### config.mk
export PLATFORM = sky130hd
export DESIGN_NAME = and2_tag_pipe
export DESIGN_NICKNAME = d
export VERILOG_FILES = /design/src/rtl/and2_pkg.sv /design/src/rtl/and2_tag_pipe.sv
export SDC_FILE = /design/constraint.sdc
export NUM_CORES = 1
export LEC_CHECK = 0
export ABC_AREA = 1
export CAP_MARGIN = 20
export CORE_MARGIN = 2
export CORE_UTILIZATION = 30
export CTS_CLUSTER_DIAMETER = 150
export DETAILED_ROUTE_END_ITERATION = 16
export GPL_TIMING_DRIVEN = 0
export PLACE_DENSITY = 0.54
export REMOVE_ABC_BUFFERS = 1
export SETUP_SLACK_MARGIN = 0.4
export SYNTH_ARGS = -nofsm -noshare
export SYNTH_HDL_FRONTEND = slang
export SYNTH_SLANG_ARGS = --single-unit
### constraint.sdc
create_clock -name clk -period 0.8 [get_ports clk]
set_input_delay 0.12 -clock clk [delete_from_list [all_inputs] [get_ports clk]]
set_output_delay 0.12 -clock clk [all_outputs]
set_load 0.1 [all_outputs]
### src/rtl/and2_pkg.sv
// Shared types and constants for the AND2 result checker.
// The saturating increment keeps err_count pinned at its maximum instead of wrapping.
package and2_pkg;

  typedef enum logic [1:0] {
    IDLE  = 2'd0,
    RUN   = 2'd1,
    DRAIN = 2'd2,
    DONE  = 2'd3
  } state_t;

  localparam int ERR_W       = 8;
  localparam int IDX_W       = 8;
  localparam int MAX_LATENCY = 8;

  function automatic logic [ERR_W-1:0] sat_inc(input logic [ERR_W-1:0] v);
    logic [ERR_W-1:0] r;
    if (v == {ERR_W{1'b1}}) begin
      r = v;
    end else begin
      r = v + ERR_W'(1);
    end
    return r;
  endfunction

endpackage

### src/rtl/and2_tag_pipe.sv
// LATENCY-deep delay line carrying {valid, expected value, vector index} tokens.
// A flush clears every stage behind the input stage, so the newly injected token survives.
module and2_tag_pipe
  import and2_pkg::*;
#(
  parameter int LATENCY = 2
) (
  input  logic             clk,
  input  logic             reset,
  input  logic             flush,
  input  logic             in_valid,
  input  logic [1:0]       in_exp,
  input  logic [IDX_W-1:0] in_idx,
  output logic             out_valid,
  output logic [1:0]       out_exp,
  output logic [IDX_W-1:0] out_idx
);

  logic [LATENCY-1:0] valid_r;
  logic [1:0]         exp_r [LATENCY];
  logic [IDX_W-1:0]   idx_r [LATENCY];

  // Token shift register; only the valid bits need a defined reset value.
  always_ff @(posedge clk) begin
    if (reset) begin
      valid_r <= '0;
      for (int i = 0; i < LATENCY; i++) begin
        exp_r[i] <= 2'b00;
        idx_r[i] <= '0;
      end
    end else begin
      valid_r[0] <= in_valid;
      exp_r[0]   <= in_exp;
      idx_r[0]   <= in_idx;
      for (int i = 1; i < LATENCY; i++) begin
        valid_r[i] <= flush ? 1'b0 : valid_r[i-1];
        exp_r[i]   <= exp_r[i-1];
        idx_r[i]   <= idx_r[i-1];
      end
    end
  end

  assign out_valid = valid_r[LATENCY-1];
  assign out_exp   = exp_r[LATENCY-1];
  assign out_idx   = idx_r[LATENCY-1];

endmodule

==> results.ini <==
[cells_and_area]
fin_area_sq_um=1020
drive_gt1_share_pct=35.1
final_cells=122
multi_input_area_sq_um=88.8
fin_nets=110
n_antenna_cell=0
regArea_sq_um=458
syn_to_final_growth_pct=44.1
final_cell_mix=nor2_1 (21), inv_1 (19), dfxtp_2 (14)
fill_cells=234
layout_commonest_cell=nor2_1

[detailed_routing]
drc=0
ant_nets=0
via_per_inst=3.49
wire_per_inst_um=6.72
drt-initial-drc-count=5
via_count=426
drtPass1Iterations=2
wl_um=820

[critical_path]
critPathLaunchType=flip-flop
cp.arrival_ns=0.82
slowest_delay_ns=0.36
path_buf_inv=1
crit_family=flip-flops
path_class=flip-flop to output pin
end_kind=output pin
path_cells=buf_12
crit_fanout=1
crit_slowest_cell=dfxtp_2
cp_data_required_time_ns=0.68

[synthesis]
syn_avg_cell_area_sq_um=8.95
synthesis.area_sq_um=707
yosysWarnings=0
ys_seq_area_share_pct=62.3
ys_seq_elements=22
yosysUniqueCellTypes=6
synthCells=79

[timing]
worst_pin_slew_ns=0.360
fin_crit_sh_pct=118
setup_violations=11
clock.fmax_mhz=1060
slew_headroom_pct=76.0
report.final.slew_viol_count=0
layout_setup_ws_ns=-0.144
rsz0062_at_grt=yes
fin_setup_tns_ns=-1.50
final.min_clock_period_ns=0.944
fin_skew_ns=0.000758
hold_slack_ns=0.136
hold_viol=0

[place]
hpwl_um=559
dp.cells=119
post-place-ws_ns=-0.739
gp_congestion=0.609
placedInstanceArea_sq_um=885
io_buffers=24

[global_routing]
grt_first_pass_wirelength_um=1520
grt-ovfl-total=0
grt_max_degree=23
antenna_found_initial=0
first_global_vias=373
track_usage_pct=7.72

[pwr]
worst_ir_drop_vdd_mv=1.11
leakage_uw=0.000496
cellPowerDensity_nw_per_um2=1950

[clocking]
clk_latency_ns=0.29
numCtsBuffers=3
clkTransAtPathRegs_ns=0.11
htreeDepth=1
clock-sinks=22
clk_path_buf_depth=2
cts_tree=done
cts_root_buf=clkbuf_4

[die]
die_y_um=52.5
fp.dieArea_sq_um=2760
die_w_um=52.5
fp.coreArea_sq_um=2210
ios=25
start_util_pct=32.0
rows=17

[outcome]
violations=setup timing
status=finished with violations

[worst_hold_path]
hp-class=input port to flip-flop

[flow_run]
maxCapViolations=0

-- cell usage after synthesis (all sizes together) --
cell type | instances | area (sq um)
nand2 | 1 | 3.75
buf | 12 | 97.6
inv | 22 | 82.6
nor2 | 22 | 82.6
dfxtp | 22 | 440
-- what timing repair did --
item,in CTS,in global routing
resized for setup,126,7
buffers inserted,0,0
hold buffers,0,0
setup endpoints to repair,33,22
-- cell families (layout without fill, tap and decap cells) --
logic type,Yosys count,after routing,share of synthesized area (%)
buffers and inverters,34,49,25.5
AND/OR/NAND/NOR,23,23,12.2
flip-flops,22,22,62.3
-- cell type report --
type                            count  area share, %
Inverter                           22           8.11
Clock buffer                        3           2.21
Multi-Input combinational cell     23           8.72
Timing Repair Buffer               24           32.6
Sequential cell                    22           45.0
Tap cell                           28           3.44
-- routing by layer --
layer	vias to the layer above	global-route usage (%)	wire length, um
met3	0	2.86	60
met4	0	5.13	0
li1	234	-	-
met5	-	0	0
met1	176	10.1	368
met2	16	10.4	391
-- tightest hold or removal path, delay by kind of cell --
family,cells,cell delay (ns)
and+or+nand+nor,1,0.06
buffers and inverters,2,0.22
-- metrics by stage --
step,util [%],total power (uW)
2_1_floorplan,-,1380
3_3_place_gp,40.0,1500
3_5_place_dp,40.0,1500
4_1_cts,45.8,2010
5_1_grt,46.0,2100
6_report,46.0,1990
-- flip-flops by register name, summed over array words and instances (netlist names) --
signal,count
exp_r,4
idx_r,16
valid_r,2
-- worst paths after layout --
check / startpoint / endpoint / slack, ns / depth (start not counted)
setup / recovery: idx_r[0][14] / out_idx[6] / -0.14 / 1
hold / removal: in_exp[0] / exp_r[0][0] / 0.14 / 3
setup reg to reg: exp_r[0][1] / exp_r[0][3] / 0.30 / 2
hold reg to reg: idx_r[0][1] / idx_r[0][9] / 0.40 / 2
-- power by group --
part           internal (uW)  leakage [uW]  switching, uW  total [uW]
Combinational            133      0.000295            208         340
Clock                    175     0.0000138            295         470
Sequential              1150      0.000187           24.7        1180
Total                   1460      0.000496            527        1990
Note: power is estimated with default switching activity, not from simulation.
